[src/rtl/bcd_binario_if.sv]
// Request and result signals of the BCD-to-binary converter.
// The requester drives the start strobe and the eight BCD digits.
// The converter returns the binary value together with its status flags.
interface bcd_binario_if;
    logic        iniciar;
    logic [3:0]  unidade;
    logic [3:0]  dezena;
    logic [3:0]  centena;
    logic [3:0]  milhar;
    logic [3:0]  d_milhar;
    logic [3:0]  c_milhar;
    logic [3:0]  milhao;
    logic [3:0]  d_milhao;
    logic [31:0] binario;
    logic        ocupado;
    logic        pronto;
    logic        erro;

    modport master (
        output iniciar, unidade, dezena, centena, milhar,
               d_milhar, c_milhar, milhao, d_milhao,
        input  binario, ocupado, pronto, erro
    );

    modport slave (
        input  iniciar, unidade, dezena, centena, milhar,
               d_milhar, c_milhar, milhao, d_milhao,
        output binario, ocupado, pronto, erro
    );
endinterface

[src/rtl/bcd_binario.sv]
// Sequential BCD-to-binary converter using reverse double-dabble.
// Each clock shifts one bit out of the BCD register into the top of the
// accumulator. After the shift, any digit that is 8 or more has 3 subtracted.
// After 32 steps the accumulator holds the binary value.
//
// state    | meaning
// ---------+------------------------------------------------------------
// OCIOSO   | idle; samples iniciar and the digits, checks digit validity
// CONVERTE | one shift/correct step per clock, 32 steps
// FIM      | one-cycle result strobe (pronto); binario/erro just loaded
module bcd_binario (
    input  logic clock,
    input  logic reset,
    bcd_binario_if.slave io
);

    typedef enum logic [1:0] {
        OCIOSO   = 2'd0,
        CONVERTE = 2'd1,
        FIM      = 2'd2
    } estado_t;

    estado_t     estado_q, estado_d;
    logic [31:0] bcd_q, bcd_d;
    logic [31:0] acc_q, acc_d;
    logic [5:0]  cnt_q, cnt_d;
    logic [31:0] binario_q, binario_d;
    logic        erro_q, erro_d;

    logic [31:0] digitos;
    logic        entrada_invalida;

    assign digitos = {io.d_milhao, io.milhao, io.c_milhar, io.d_milhar,
                      io.milhar, io.centena, io.dezena, io.unidade};

    // Subtract 3 from every nibble that is 8 or more. This undoes the
    // half-decade carry that the right shift pushed into that digit.
    function automatic logic [31:0] corrige(input logic [31:0] v);
        logic [31:0] r;
        r = v;
        for (int i = 0; i < 8; i++) begin
            if (r[4*i +: 4] >= 4'd8) begin
                r[4*i +: 4] = r[4*i +: 4] - 4'd3;
            end
        end
        return r;
    endfunction

    // True when any nibble is outside the BCD range 0..9.
    function automatic logic tem_invalido(input logic [31:0] v);
        logic r;
        r = 1'b0;
        for (int i = 0; i < 8; i++) begin
            if (v[4*i +: 4] > 4'd9) begin
                r = 1'b1;
            end
        end
        return r;
    endfunction

    assign entrada_invalida = tem_invalido(digitos);

    // State register and datapath registers; reset wins over everything.
    always_ff @(posedge clock) begin
        if (reset) begin
            estado_q  <= OCIOSO;
            bcd_q     <= '0;
            acc_q     <= '0;
            cnt_q     <= '0;
            binario_q <= '0;
            erro_q    <= 1'b0;
        end else begin
            estado_q  <= estado_d;
            bcd_q     <= bcd_d;
            acc_q     <= acc_d;
            cnt_q     <= cnt_d;
            binario_q <= binario_d;
            erro_q    <= erro_d;
        end
    end

    // Next-state and datapath updates; everything holds unless a state acts.
    always_comb begin
        estado_d  = estado_q;
        bcd_d     = bcd_q;
        acc_d     = acc_q;
        cnt_d     = cnt_q;
        binario_d = binario_q;
        erro_d    = erro_q;

        case (estado_q)
            OCIOSO: begin
                if (io.iniciar) begin
                    bcd_d = digitos;
                    acc_d = '0;
                    cnt_d = '0;
                    if (entrada_invalida) begin
                        binario_d = '0;
                        erro_d    = 1'b1;
                        estado_d  = FIM;
                    end else begin
                        estado_d  = CONVERTE;
                    end
                end
            end

            CONVERTE: begin
                acc_d = {bcd_q[0], acc_q[31:1]};
                bcd_d = corrige({1'b0, bcd_q[31:1]});
                cnt_d = cnt_q + 6'd1;
                // The last step publishes the accumulator it has just
                // produced. That way binario never shows a partial value.
                if (cnt_q == 6'd31) begin
                    binario_d = acc_d;
                    erro_d    = 1'b0;
                    estado_d  = FIM;
                end
            end

            FIM: begin
                estado_d = OCIOSO;
            end

            default: begin
                estado_d = OCIOSO;
            end
        endcase
    end

    assign io.binario = binario_q;
    assign io.erro    = erro_q;
    assign io.ocupado = (estado_q != OCIOSO);
    assign io.pronto  = (estado_q == FIM);

endmodule

[src/flat_wrapper.sv]
// flat-port wrapper written by rule: the top's interface ports become plain ports
module bcd_binario_flat 
  (clock, reset, io_iniciar, io_unidade, io_dezena, io_centena, io_milhar, io_d_milhar, io_c_milhar, io_milhao, io_d_milhao, io_binario, io_ocupado, io_pronto, io_erro);
  bcd_binario_if io_i ();
  input  logic clock;
  input  logic reset;
  input wire logic [$bits(io_i.iniciar)-1:0] io_iniciar;
  input wire logic [$bits(io_i.unidade)-1:0] io_unidade;
  input wire logic [$bits(io_i.dezena)-1:0] io_dezena;
  input wire logic [$bits(io_i.centena)-1:0] io_centena;
  input wire logic [$bits(io_i.milhar)-1:0] io_milhar;
  input wire logic [$bits(io_i.d_milhar)-1:0] io_d_milhar;
  input wire logic [$bits(io_i.c_milhar)-1:0] io_c_milhar;
  input wire logic [$bits(io_i.milhao)-1:0] io_milhao;
  input wire logic [$bits(io_i.d_milhao)-1:0] io_d_milhao;
  output wire logic [$bits(io_i.binario)-1:0] io_binario;
  output wire logic [$bits(io_i.ocupado)-1:0] io_ocupado;
  output wire logic [$bits(io_i.pronto)-1:0] io_pronto;
  output wire logic [$bits(io_i.erro)-1:0] io_erro;
  assign io_i.iniciar = io_iniciar;
  assign io_i.unidade = io_unidade;
  assign io_i.dezena = io_dezena;
  assign io_i.centena = io_centena;
  assign io_i.milhar = io_milhar;
  assign io_i.d_milhar = io_d_milhar;
  assign io_i.c_milhar = io_c_milhar;
  assign io_i.milhao = io_milhao;
  assign io_i.d_milhao = io_d_milhao;
  assign io_binario = io_i.binario;
  assign io_ocupado = io_i.ocupado;
  assign io_pronto = io_i.pronto;
  assign io_erro = io_i.erro;
  bcd_binario u_core (.clock(clock), .reset(reset), .io(io_i));
endmodule
[config.mk]
export PLATFORM = sky130hd
export DESIGN_NAME = bcd_binario_flat
export DESIGN_NICKNAME = d
export VERILOG_FILES = /design/src/rtl/bcd_binario_if.sv /design/src/rtl/bcd_binario.sv /design/src/flat_wrapper.sv
export SDC_FILE = /design/constraint.sdc
export NUM_CORES = 1
export LEC_CHECK = 0
export ABC_AREA = 1
export CAP_MARGIN = 20
export CORE_ASPECT_RATIO = 1.5
export CORE_MARGIN = 2
export CORE_UTILIZATION = 59
export DETAILED_ROUTE_END_ITERATION = 16
export GPL_ROUTABILITY_DRIVEN = 0
export HOLD_SLACK_MARGIN = 0.06
export MAX_ROUTING_LAYER = met4
export PLACE_DENSITY = 0.85
export RECOVER_POWER = 100
export SYNTH_ARGS = -nofsm -noshare
export SYNTH_HDL_FRONTEND = slang
export SYNTH_SLANG_ARGS = --single-unit
[constraint.sdc]
create_clock -name clock -period 2.84 [get_ports clock]
set_input_delay 0.71 -clock clock [delete_from_list [all_inputs] [get_ports clock]]
set_output_delay 0.71 -clock clock [all_outputs]
set_load 0.02 [all_outputs]
Word level (Yosys, flattened, before mapping)
Cells that the tools add are included.
{"block": "classes", "addsub": 8, "mul": 0, "n_div": 0, "n_lt_le_gt_ge": 15, "eq_ne": 6, "n_shift": 0, "mux": 33, "bitwise_logic": 0, "reduce_logical": 6}
{"cell": "case mux 32 bit (2 select lines)", "n": 3}
{"cell": "two-way mux 32 bit", "n": 5}
{"cell": "> comparator 4 bit, second input constant", "n": 8}
{"cell": ">= comparator 4 bit, second input constant", "n": 7}
{"cell": "two-way mux 4 bit", "n": 7}
{"cell": "subtractor 4 x 2 -> 4 bit, second input constant", "n": 7}
{"cell": "case mux 6 bit (2 select lines)", "n": 1}
{"cell": "two-way mux 1 bit", "n": 11}
{"cell": "adder 6 x 1 -> 6 bit, second input constant", "n": 1}
{"cell": "equality test 6 x 5 -> 1 bit, second input constant", "n": 1}
{"cell": "two-way mux 2 bit", "n": 3}
{"cell": "two-way mux 6 bit", "n": 1}
{"cell": "inequality test 2 x 1 -> 1 bit, second input constant", "n": 2}
{"cell": "case mux 2 bit (2 select lines)", "n": 1}
{"cell": "AND reduction 2 bit", "n": 2}
{"cell": "AND reduction 4 bit", "n": 1}
{"cell": "nonzero test 2 bit", "n": 2}
{"cell": "equality test 2 x 1 -> 1 bit, second input constant", "n": 1}
{"cell": "equality test 2 bit, second input constant", "n": 1}
{"cell": "zero test 2 bit", "n": 1}
{"cell": "inequality test 2 bit, second input constant", "n": 1}
{"cell": "case mux 1 bit (2 select lines)", "n": 1}
{"block": "totals", "register_bits": 105, "latchBits": 0, "ramBits": 0, "rom_bits": 0, "output_inout_bits": 35, "mem_count": 0}

Longest topological paths before layout
Gate-level depths: netlist of run 1.
{"block": "depth", "depth_word": 12, "depth_mapped": 10}

Worst setup path after synthesis of run 1
OpenSTA, ideal clock, no wires.
{"block": "synth_timing", "path_kind": "input to register", "start": "input port io_iniciar", "end": "register u_core.erro_q, in the netlist u_core.io.erro", "arrival_time_ps": 1626, "required_time_ps": 2723, "setup_slack_ps": 1097, "stages": 9, "n_path_buf": 3, "cell_sequence": "buf_4 nand2_1 nand2_2 inv_4 nor2_8 buf_12 buf_8 a21oi_1 nor2_1"}
{"block": "synth_via", "elab_chain_len": 2}
{"item": "from (decl)", "line_no": "flat_wrapper.sv:7", "text": "input wire logic [$bits(io_i.iniciar)-1:0] io_iniciar;"}
{"item": "inequality test 2 bit (no source line)"}
{"item": "AND reduction 4 bit (no source line)"}
{"item": "to (signal assigned)", "line_no": "bcd_binario.sv:78", "text": "erro_q <= erro_d;"}
{"item": "to (decl)", "line_no": "bcd_binario.sv:28", "text": "logic erro_q, erro_d;"}
No other way between the ends.
A chain may end at the register's enable or synchronous reset.

Final worst setup path of run 1
{"block": "layout_timing", "start": "input port io_milhao[2]", "end": "register u_core.binario_q[15], in the netlist u_core.io.binario[15]"}
{"block": "layout_via", "elab_chain_len": 5}
{"item": "from (decl)", "line_no": "flat_wrapper.sv:14", "text": "input wire logic [$bits(io_i.milhao)-1:0] io_milhao;"}
{"item": "> comparator 4 bit", "line_no": "bcd_binario.sv:54", "text": "if (v[4*i +: 4] > 4'd9) begin"}
{"item": "two-way mux 1 bit (2 in a row)", "line_no": "bcd_binario.sv:54"}
{"item": "inequality test 2 x 1 -> 1 bit (no source line)"}
{"item": "AND reduction 4 bit (no source line)"}
{"item": "to (signal assigned)", "line_no": "bcd_binario.sv:77", "text": "binario_q <= binario_d;"}
{"item": "to (decl)", "line_no": "bcd_binario.sv:27", "text": "logic [31:0] binario_q, binario_d;"}
No other way between the ends.

==> results of run 1 <==
## cells by family after synthesis
family                   Yosys count
adder cells (fa/ha/maj)           15
flip-flops                       104
XOR/XNOR                           7
AO/OA/AOI/OAI                    190
buffers and inverters             77
AND/OR/NAND/NOR                  239
## worst max path at each step
stage                       endpoint  cells past startpoint
2_1_floorplan         u_core.io.erro                      9
3_3_place_gp   u_core.io.binario[15]                      8
3_5_place_dp          u_core.io.erro                      8
4_1_cts                   io_ocupado                      3
5_1_grt              u_core.cnt_q[4]                      6
6_report       u_core.io.binario[15]                      9
## flip-flops by register name, indices dropped and copies added, names as in the netlist
name and cells:
u_core.cnt_q 6, u_core.acc_q 31, u_core.bcd_q 32, u_core.io.erro 1, u_core.io.binario 32, u_core.estado_q 2
## Yosys cell counts
library cell / number / area, sq um
nand2_1: 129 / 484
dfxtp_1: 104 / 2080
a21oi_1: 69 / 345
o21ai_0: 62 / 310
nor2_1: 52 / 195
nand3_1: 50 / 250
inv_1: 29 / 109
a21oi_2: 28 / 245
a31oi_1: 17 / 106
clkbuf_1: 17 / 63.8
ha_1: 15 / 188
buf_2: 14 / 70.1
o21bai_1: 7 / 52.6
xor2_1: 7 / 61.3
buf_6: 6 / 67.6
buf_4: 4 / 30.0
buf_12: 3 / 60.1
o21ai_1: 3 / 15.0
a221oi_1: 2 / 17.5
nand4_1: 2 / 12.5
a211oi_1: 1 / 7.51
a21oi_4: 1 / 16.3
buf_1: 1 / 3.75
buf_8: 1 / 15.0
inv_2: 1 / 3.75
inv_4: 1 / 6.26
nand2_2: 1 / 6.26
nand2_4: 1 / 11.3
nand3_2: 1 / 10.0
nand3b_1: 1 / 7.51
nor2_4: 1 / 11.3
nor2_8: 1 / 20.0
## through the flow
step | utilization (%) | std cells | hold WS, ps | area (sq um)
4_1_cts | 72.8 | 787 | 462 | 5830
2_1_floorplan | - | 632 | 439 | 4880
3_5_place_dp | 69.2 | 773 | 452 | 5540
5_1_grt | 72.4 | 787 | 482 | 5800
6_report | 72.4 | 787 | 462 | 5800
3_3_place_gp | 69.2 | 773 | 448 | 5540
## final cells by class
type,count,area (sq um)
Clock buffer,11,243
Clock inverter,3,43.8
Fill cell,635,2210
Inverter,31,118
Multi-Input combinational cell,451,2370
Sequential cell,104,2080
Tap cell,105,131
Timing Repair Buffer,82,808
## worst min-delay path, cell delays in order (launching register included)
cell and delay [ps]:
dfxtp_1 310, nand2_1 60, a21oi_1 50
## per-layer routing
layer	wire length (microns)	track usage, %	vias to the layer above	part of all wire [%]
met4	239	10.1	0	2.3
met3	565	5.37	26	5.5
met5	0	-	-	0
met1	4320	27.6	1974	42
li1	-	-	2199	-
met2	5240	43.4	160	51
## report_power, final
group	internal, W	switching, W
registers	0.00153	0.0000532
logic	0.000215	0.000280
clock network	0.000698	0.000516
==> flow_metrics.env, run 1 <==
export IMPL_crit_path_max_incr_delay_ps=560
export IMPL_dr_pass1_iters=5
export IMPL_min_path_type="reg -> reg"
export IMPL_cts_sinks=104
export IMPL_wl_per_cell_microns=13.2
export IMPL_cts_resized_gates=0
export IMPL_grt_pass1_wl_microns=17800
export IMPL_row_count=40
export IMPL_via_count=4359
export IMPL_grt_usage_pct=24.9
export IMPL_layout_commonest_cell="nand2_1"
export IMPL_holdCritStartpoint="u_core.acc_q[19]"
export IMPL_final_setup_worst_slack_ps=301
export IMPL_r2r_cells=6
export IMPL_num_antenna_cells=0
export IMPL_hold_viol=0
export IMPL_synth_area_sq_um=4880
export IMPL_worst_setup_path_type="in -> reg"
export IMPL_clk_latency_ps=340
export IMPL_fmax_mhz=394
export IMPL_cts_root_buf="clkbuf_16"
export IMPL_avgSynthCellArea_sq_um=7.73
export IMPL_timing_rr_end="u_core.acc_q[22]"
export IMPL_cts_buffer_depth=2
export IMPL_finalCritPeriodShare_pct=89.4
export IMPL_core_area_sq_um=8010
export IMPL_synth_fa_ha_area_share_pct=3.84
export IMPL_die_w_microns=78.3
export IMPL_max_cap_violations=0
export IMPL_p_total_w=0.00330
export IMPL_setup_viol=0
export IMPL_drive_above_1_share_pct=8.80
export IMPL_syn_to_final_growth_pct=18.6
export IMPL_path_delay_family="buffers and inverters"
export IMPL_synth_compound_area_share_pct=22.8
export IMPL_required_ps=3130
export IMPL_postCtsHoldBufs=0
export IMPL_nets=729
export IMPL_finalSetupTns_ps=0
export IMPL_grt_pass1_vias=4126
export IMPL_fp_dieH_microns=115
export IMPL_status="finished, final reports clean"
export IMPL_worstPathArrival_ps=2830
export IMPL_r2r_slack_ps=440
export IMPL_cts_tree="yes"
export IMPL_hold_end="u_core.acc_q[19]"
export IMPL_grt_overflow=0
export IMPL_yosys_warnings=0
export IMPL_wl_microns=10400
export IMPL_power_leakage_nw=2.35
export IMPL_clock_skew_final_ps=9.25
export IMPL_startpoint="io_milhao[2]"
export IMPL_clk_pin_slew_worst_paths_ps=70
export IMPL_htreeDepth=3
export IMPL_relSlewSlack_pct=48.7
export IMPL_dpl_hpwl_microns=6920
export IMPL_ios=70
export IMPL_endpoint_kind="register"
export IMPL_ys_ff_latch=104
export IMPL_syn_nets=682
export IMPL_synth_top_family_by_area="compound AO/OA/AOI/OAI gates"
export IMPL_dieArea_sq_um=9040
export IMPL_postSynthCellCount=632
export IMPL_initial_core_util_pct=61.0
export IMPL_critPathLaunchType="input pin"
export IMPL_grt_max_degree=67
export IMPL_post_route_min_period_ps=2540
export IMPL_finalMaxSlewViolations=0
export IMPL_drc=0
export IMPL_antenna_found_initial=0
export IMPL_cts_setup_buffers=0
export IMPL_synth_distinct_cells=32
export IMPL_portBuffers=69
export IMPL_p_per_area_nw_per_um2=569
export IMPL_cts_buffers=9
export IMPL_synthSimpleGateAreaFrac_pct=20.6
export IMPL_rr_startpoint="u_core.estado_q[0]"
export IMPL_path_max_fanout=66
export IMPL_tightest_slew_ps=769
export IMPL_drt_iter0_markers=328
export IMPL_yosys_area_share_xor_xnor_pct=1.26
export IMPL_cp_cell_sequence="dlygate4sd3_1, o21ai_0, nand2_1, nor2_1, nand3_4, buf_4, nand3_1, nand2_1, nor2_1"
export IMPL_irDropWorstVdd_v=0.000358
export IMPL_holdPathStages=2
export IMPL_viasPerCell=5.54
export IMPL_cp_slowest_cell="dlygate4sd3_1"
export IMPL_ant_nets=0
export IMPL_yosysSeqAreaShare_pct=42.6
export IMPL_critPathBufInv=2
export IMPL_synthMuxAreaShare_pct=0
export IMPL_pre_cts_ws_ps=324
export IMPL_rsz0062_at_grt="false"
export IMPL_final_cell_mix="nand2_1 (129), dfxtp_1 (104), a21oi_1 (72), o21ai_0 (62), nor2_1 (52)"
No activity file was read; power rests on OpenSTA's default activity.
==> inputs of run 2 (changes only) <==
--- a/config.mk
+++ b/config.mk
@@ -9,12 +9,12 @@
 export CAP_MARGIN = 20
 export CORE_ASPECT_RATIO = 1.5
 export CORE_MARGIN = 2
-export CORE_UTILIZATION = 59
+export CORE_UTILIZATION = 49
 export DETAILED_ROUTE_END_ITERATION = 16
 export GPL_ROUTABILITY_DRIVEN = 0
+export GPL_TIMING_DRIVEN = 0
 export HOLD_SLACK_MARGIN = 0.06
-export MAX_ROUTING_LAYER = met4
-export PLACE_DENSITY = 0.85
+export PLACE_DENSITY = 0.76
 export RECOVER_POWER = 100
 export SYNTH_ARGS = -nofsm -noshare
 export SYNTH_HDL_FRONTEND = slang
==> constraint.sdc (replaced) <==
create_clock -name clock -period 2.2 [get_ports clock]
set_input_delay 0.55 -clock clock [delete_from_list [all_inputs] [get_ports clock]]
set_output_delay 0.55 -clock clock [all_outputs]
set_load 0.02 [all_outputs]
==> run 2 against run 1 <==
  * Clock skew hardly changed
  * Register-to-register slack worse by 280 ps
  * Non-clock buffer count is 31 higher
  * Via count is 4.4% higher
==> flow_metrics.env, run 2 (same netlist as run 1, synthesis figures left out) <==
export IMPL_cts_resized_gates=3
export IMPL_post_route_min_period_ps=2120
export IMPL_rr_startpoint="u_core.estado_q[0]"
export IMPL_required_ps=1650
export IMPL_cts_tree="yes"
export IMPL_cts_root_buf="clkbuf_16"
export IMPL_wl_microns=12000
export IMPL_fillCellCount=917
export IMPL_cts_setup_buffers=0
export IMPL_rsz0062_at_grt="false"
export IMPL_holdPathStages=2
export IMPL_worstPathArrival_ps=1570
export IMPL_postCtsHoldBufs=0
export IMPL_finalCritPeriodShare_pct=96.2
export IMPL_drt_iter0_markers=308
export IMPL_cts_buffer_depth=2
export IMPL_num_antenna_cells=0
export IMPL_clock_skew_final_ps=8.97
export IMPL_dpl_hpwl_microns=8840
export IMPL_initial_core_util_pct=50.4
export IMPL_worst_setup_path_type="reg -> out"
export IMPL_grt_pass1_wl_microns=19800
export IMPL_dr_pass1_iters=5
export IMPL_core_area_sq_um=9690
export IMPL_drive_above_1_share_pct=7.84
export IMPL_setup_viol=0
export IMPL_power_leakage_nw=2.40
export IMPL_antenna_found_initial=0
export IMPL_tightest_slew_ps=667
export IMPL_r2r_slack_ps=160
export IMPL_finalMaxSlewViolations=0
export IMPL_final_cell_mix="nand2_1 (130), dfxtp_1 (104), a21oi_1 (83), o21ai_0 (62), nor2_1 (52)"
export IMPL_ant_nets=0
export IMPL_relSlewSlack_pct=55.5
export IMPL_timing_rr_end="u_core.bcd_q[11]"
export IMPL_fmax_mhz=472
export IMPL_dieArea_sq_um=10800
export IMPL_htreeDepth=3
export IMPL_die_w_microns=85.5
export IMPL_grt_pass1_vias=4435
export IMPL_min_path_type="reg -> reg"
export IMPL_grt_max_degree=17
export IMPL_cts_buffers=9
export IMPL_endpoint_kind="primary output"
export IMPL_irDropWorstVdd_v=0.000456
export IMPL_clk_pin_slew_worst_paths_ps=70
export IMPL_fp_dieH_microns=126
export IMPL_drc=0
export IMPL_max_cap_violations=0
export IMPL_portBuffers=67
export IMPL_r2r_cells=6
export IMPL_fin_util_pct=60.8
export IMPL_hold_end="u_core.acc_q[18]"
export IMPL_p_per_area_nw_per_um2=718
export IMPL_grt_usage_pct=22.8
export IMPL_path_max_fanout=10
export IMPL_row_count=44
export IMPL_clk_latency_ps=350
export IMPL_nets=760
export IMPL_status="finished, final reports clean"
export IMPL_hold_slack_ps=461
export IMPL_critPathLaunchType="register"
export IMPL_syn_to_final_growth_pct=20.7
export IMPL_holdCritStartpoint="u_core.acc_q[18]"
export IMPL_cts_sinks=104
export IMPL_grt_overflow=0
export IMPL_ios=70
export IMPL_viasPerCell=5.49
export IMPL_via_count=4552
export IMPL_layout_commonest_cell="nand2_1"
export IMPL_hold_viol=0
export IMPL_wl_per_cell_microns=14.5
-- run 2: worst max-delay path, cell delays in order (launching register included) --
cell and delay (ps):
dfxtp_1 320, buf_6 140, nor2_1 130, clkdlybuf4s50_1 630
-- run 2: worst max path at each step --
| stage | from | end | cells past startpoint |
|---|---|---|---|
| final | u_core.estado_q[0] | io_pronto | 3 |
| after global routing | io_milhao[2] | u_core.io.binario[24] | 9 |
| after CTS | u_core.estado_q[0] | io_pronto | 3 |
| after detailed placement | io_milhao[2] | u_core.io.erro | 9 |
| after global placement | io_milhao[2] | u_core.io.erro | 9 |
| after floorplan | io_iniciar | u_core.io.erro | 9 |
-- run 2: report_power, final --
part | switching, W | total, W | internal [W]
sequential | 0.0000656 | 0.00204 | 0.00198
combinational | 0.000379 | 0.000667 | 0.000287
clock | 0.000701 | 0.00153 | 0.000825
total | 0.00115 | 0.00424 | 0.00309
-- run 2: area by class of cell --
type	count	area (sq um)	area share, %
Sequential cell	104	2080	35.3
Tap cell	115	144	2.44
Clock inverter	4	28.8	0.488
Clock buffer	11	253	4.29
Timing Repair Buffer	67	669	11.4
Multi-Input combinational cell	451	2320	39.3
Buffer	46	282	4.78
Inverter	31	119	2.02
-- run 2: stage by stage --
stage / std cells / cell area (sq um) / setup TNS (ps) / setup WS (ps) / power [W]
after floorplan: 632 / 4880 / 0 / 617 / 0.00252
after global placement: 814 / 5700 / -4020 / -165 / 0.00277
after detailed placement: 814 / 5700 / -4170 / -162 / 0.00279
after CTS: 829 / 5980 / 0 / 89.5 / 0.00430
after global routing: 829 / 5900 / 0 / 14.9 / 0.00441
final: 829 / 5900 / 0 / 82.8 / 0.00424
-- run 2: routing by layer --
metal  wire length [microns]  track usage [%]  share of wire, %  up-vias
li1                        -                -                 -     2279
met1                    4700             24.8                39     2090
met2                    6260             41.3                52      162
met3                     768             5.31               6.4       21
met4                     262             10.1               2.2        0
met5                       0                0                 0        -
==> inputs of run 3 (changes only) <==
--- a/config.mk
+++ b/config.mk
@@ -5,7 +5,6 @@
 export SDC_FILE = /design/constraint.sdc
 export NUM_CORES = 1
 export LEC_CHECK = 0
-export ABC_AREA = 1
 export CAP_MARGIN = 20
 export CORE_ASPECT_RATIO = 1.5
 export CORE_MARGIN = 2
==> run 3 against run 2 <==
  * Sequential share of layout area rose by 1.3 points
  * Core utilization up 0.65 points
  * Largest cell class unchanged
  * Register-to-register slack improved by 190 ps
  * Clock skew is 1.6 ps lower
  * Routed wire length is 4.2% lower
  * Worst setup slack got worse by 55 ps
  * Critical endpoint is now io_ocupado
==> flow_metrics.env, run 3 <==
export IMPL_status="finished, final reports clean"
export IMPL_timing_rr_end="u_core.bcd_q[21]"
export IMPL_fp_dieH_microns=123
export IMPL_clock_skew_final_ps=7.35
export IMPL_wl_per_cell_microns=16.0
export IMPL_cts_root_buf="clkbuf_16"
export IMPL_drt_iter0_markers=339
export IMPL_grt_util_met3_pct=3.54
export IMPL_rsz0062_at_grt="false"
export IMPL_synthSimpleGateAreaFrac_pct=16.7
export IMPL_endpoint_kind="primary output"
export IMPL_syn_nets=570
export IMPL_synthArstFlopShare_pct=0
export IMPL_avgSynthCellArea_sq_um=8.96
export IMPL_synth_top_area_share_pct=44.7
export IMPL_irDropWorstVdd_v=0.000425
export IMPL_path_max_fanout=7
export IMPL_cts_tree="yes"
export IMPL_synth_top_family_by_area="compound AO/OA/AOI/OAI gates"
export IMPL_syn_to_final_growth_pct=22.1
export IMPL_cts_buffer_depth=2
export IMPL_ys_ff_latch=104
export IMPL_dieArea_sq_um=10300
export IMPL_critPathLaunchType="register"
export IMPL_clk_pin_slew_worst_paths_ps=70
export IMPL_synth_area_leaders="dfxtp_1 (45%), nand2_1 (6.5%), a22oi_1 (6.4%), o21ai_2 (5.6%), nor2_1 (5.4%)"
export IMPL_die_w_microns=83.6
export IMPL_core_area_sq_um=9250
export IMPL_drive_above_1_share_pct=10.6
export IMPL_max_cap_violations=0
export IMPL_post_route_min_period_ps=2170
export IMPL_layout_commonest_cell="dfxtp_1"
export IMPL_cts_setup_buffers=0
export IMPL_synth_common_cells="dfxtp_1 (104), nand2_1 (81), nor2_1 (67), a22oi_1 (40), o21ai_2 (30)"
export IMPL_synth_area_sq_um=4660
export IMPL_grtUsageMet2_pct=40.6
export IMPL_wl_microns=11500
export IMPL_final_cell_mix="dfxtp_1 (103), nand2_1 (81), nor2_1 (67), a22oi_1 (40)"
export IMPL_fin_util_pct=61.5
export IMPL_synthMuxAreaShare_pct=0
export IMPL_seq_area_sq_um=2080
export IMPL_grt_max_degree=20
export IMPL_htreeDepth=3
export IMPL_busiest_layer="met2"
export IMPL_cts_buffers=9
export IMPL_synth_edf_count=0
export IMPL_min_path_type="reg -> reg"
export IMPL_hold_viol=0
export IMPL_grt_usage_pct=23.0
export IMPL_finalCritPeriodShare_pct=98.7
export IMPL_postSynthCellCount=520
export IMPL_p_per_area_nw_per_um2=712
export IMPL_viasPerCell=5.74
export IMPL_rr_startpoint="u_core.estado_q[0]"
export IMPL_dr_pass1_iters=7
export IMPL_initial_core_util_pct=50.4
export IMPL_post_synth_top_count_cell="dfxtp_1"
export IMPL_via_count=4109
export IMPL_synth_fa_ha_area_share_pct=4.03
export IMPL_hold_end="u_core.io.binario[18]"
export IMPL_yosysSeqAreaShare_pct=44.7
export IMPL_postCtsHoldBufs=0
export IMPL_yosys_area_share_xor_xnor_pct=2.63
export IMPL_nets=649
export IMPL_required_ps=1650
export IMPL_num_antenna_cells=0
export IMPL_synth_distinct_cells=46
export IMPL_setup_viol=0
export IMPL_grt_overflow=0
export IMPL_r2r_slack_ps=350
export IMPL_cts_sinks=104
export IMPL_grt_pass1_vias=3899
export IMPL_row_count=43
export IMPL_yosys_warnings=0
export IMPL_power_leakage_nw=2.19
export IMPL_dpl_hpwl_microns=8160
export IMPL_ant_nets=0
export IMPL_portBuffers=69
export IMPL_tightest_slew_ps=701
export IMPL_worst_setup_path_type="reg -> out"
export IMPL_holdPathStages=2
export IMPL_hold_slack_ps=445
export IMPL_synthFlopType="dfxtp_1"
export IMPL_finalMaxSlewViolations=0
export IMPL_met1_usage_pct=27.5
export IMPL_drc=0
export IMPL_relSlewSlack_pct=53.3
export IMPL_clk_latency_ps=350
export IMPL_yosys_area_top_type="dfxtp_1"
export IMPL_fmax_mhz=460
export IMPL_worstPathArrival_ps=1620
export IMPL_fillCellCount=837
export IMPL_synth_compound_area_share_pct=25.5
export IMPL_grt_pass1_wl_microns=19000
export IMPL_r2r_cells=6
export IMPL_multiInputGateArea_sq_um=2200
export IMPL_holdCritStartpoint="u_core.io.binario[18]"
export IMPL_antenna_found_initial=0
export IMPL_ios=70
==> run 3: changes by cell type after synthesis, moves of 8 or more <==
cell,previous run,this run
a31oi_1,17,0
o21ai_2,0,30
a22oi_1,0,40
a21oi_2,28,0
o221a_2,0,8
o21ai_0,62,22
xnor2_1,0,14
nand2_1,129,81
inv_1,29,17
a21oi_1,69,9
nor2_1,52,67
nand2b_1,0,8
nand3_1,50,2
==> run 3: worst max-delay path, cell delays in order (launching register included) <==
cell	delay [ps]
dfxtp_2	360
or2_4	260
dlygate4sd3_1	660
==> run 3: kinds of logic after synthesis <==
| kind of cell | Yosys count |
|---|---|
| AOI/OAI and AO/OA | 152 |
| and+or+nand+nor | 179 |
| DFF | 104 |
| adders and majority gates | 15 |
| xor gates and xnor gates | 14 |
| buffers and inverters | 56 |
==> run 3: cell type report <==
class / count / share of cell area, %
Sequential cell: 104 / 36.6
Buffer: 37 / 3.65
Timing Repair Buffer: 69 / 12.1
Tap cell: 112 / 2.46
Inverter: 18 / 1.19
Clock inverter: 5 / 1.12
Clock buffer: 11 / 4.27
Multi-Input combinational cell: 360 / 38.6
==> run 3: power breakdown <==
part	total (W)	internal [W]	leakage, nW	switching (W)
Combinational	0.000421	0.000198	1.19	0.000223
Clock	0.00164	0.000924	0.147	0.000715
Sequential	0.00199	0.00193	0.845	0.0000597
==> run 3: timing repair <==
item                                    4_1_cts  5_1_grt
cloned                                        0        0
gates resized for setup                       4        1
endpoints found under the setup margin        1        2
==> run 3: per-layer routing <==
layer | vias up | part of all wire (%)
met4 | 0 | 2.5
met3 | 23 | 5.6
met5 | - | 0
li1 | 1993 | -
met1 | 1951 | 41
met2 | 142 | 51
==> run 3: how the worst max path moves through the flow <==
stage / from / endpoint / slack (ps) / cells after the start
floorplan: io_iniciar / u_core.bcd_q[21] / 560 / 7
global placement: reset / u_core.bcd_q[26] / -180 / 4
detailed placement: reset / u_core.bcd_q[14] / -210 / 4
CTS: u_core.estado_q[1] / io_ocupado / 130 / 2
global route: io_iniciar / u_core.bcd_q[21] / 10 / 8
finish: u_core.estado_q[1] / io_ocupado / 30 / 2
==> run 3: per-stage QoR <==
step | instance area, sq um | cells | setup WS [ps] | total power [W] | TNS [ps]
detailed placement | 5490 | 701 | -209 | 0.00246 | -8370
CTS | 5800 | 716 | 131 | 0.00408 | 0
global placement | 5490 | 701 | -183 | 0.00245 | -6370
global route | 5690 | 716 | 10.8 | 0.00419 | 0
floorplan | 4660 | 520 | 558 | 0.00230 | 0
finish | 5690 | 716 | 28.1 | 0.00405 | 0
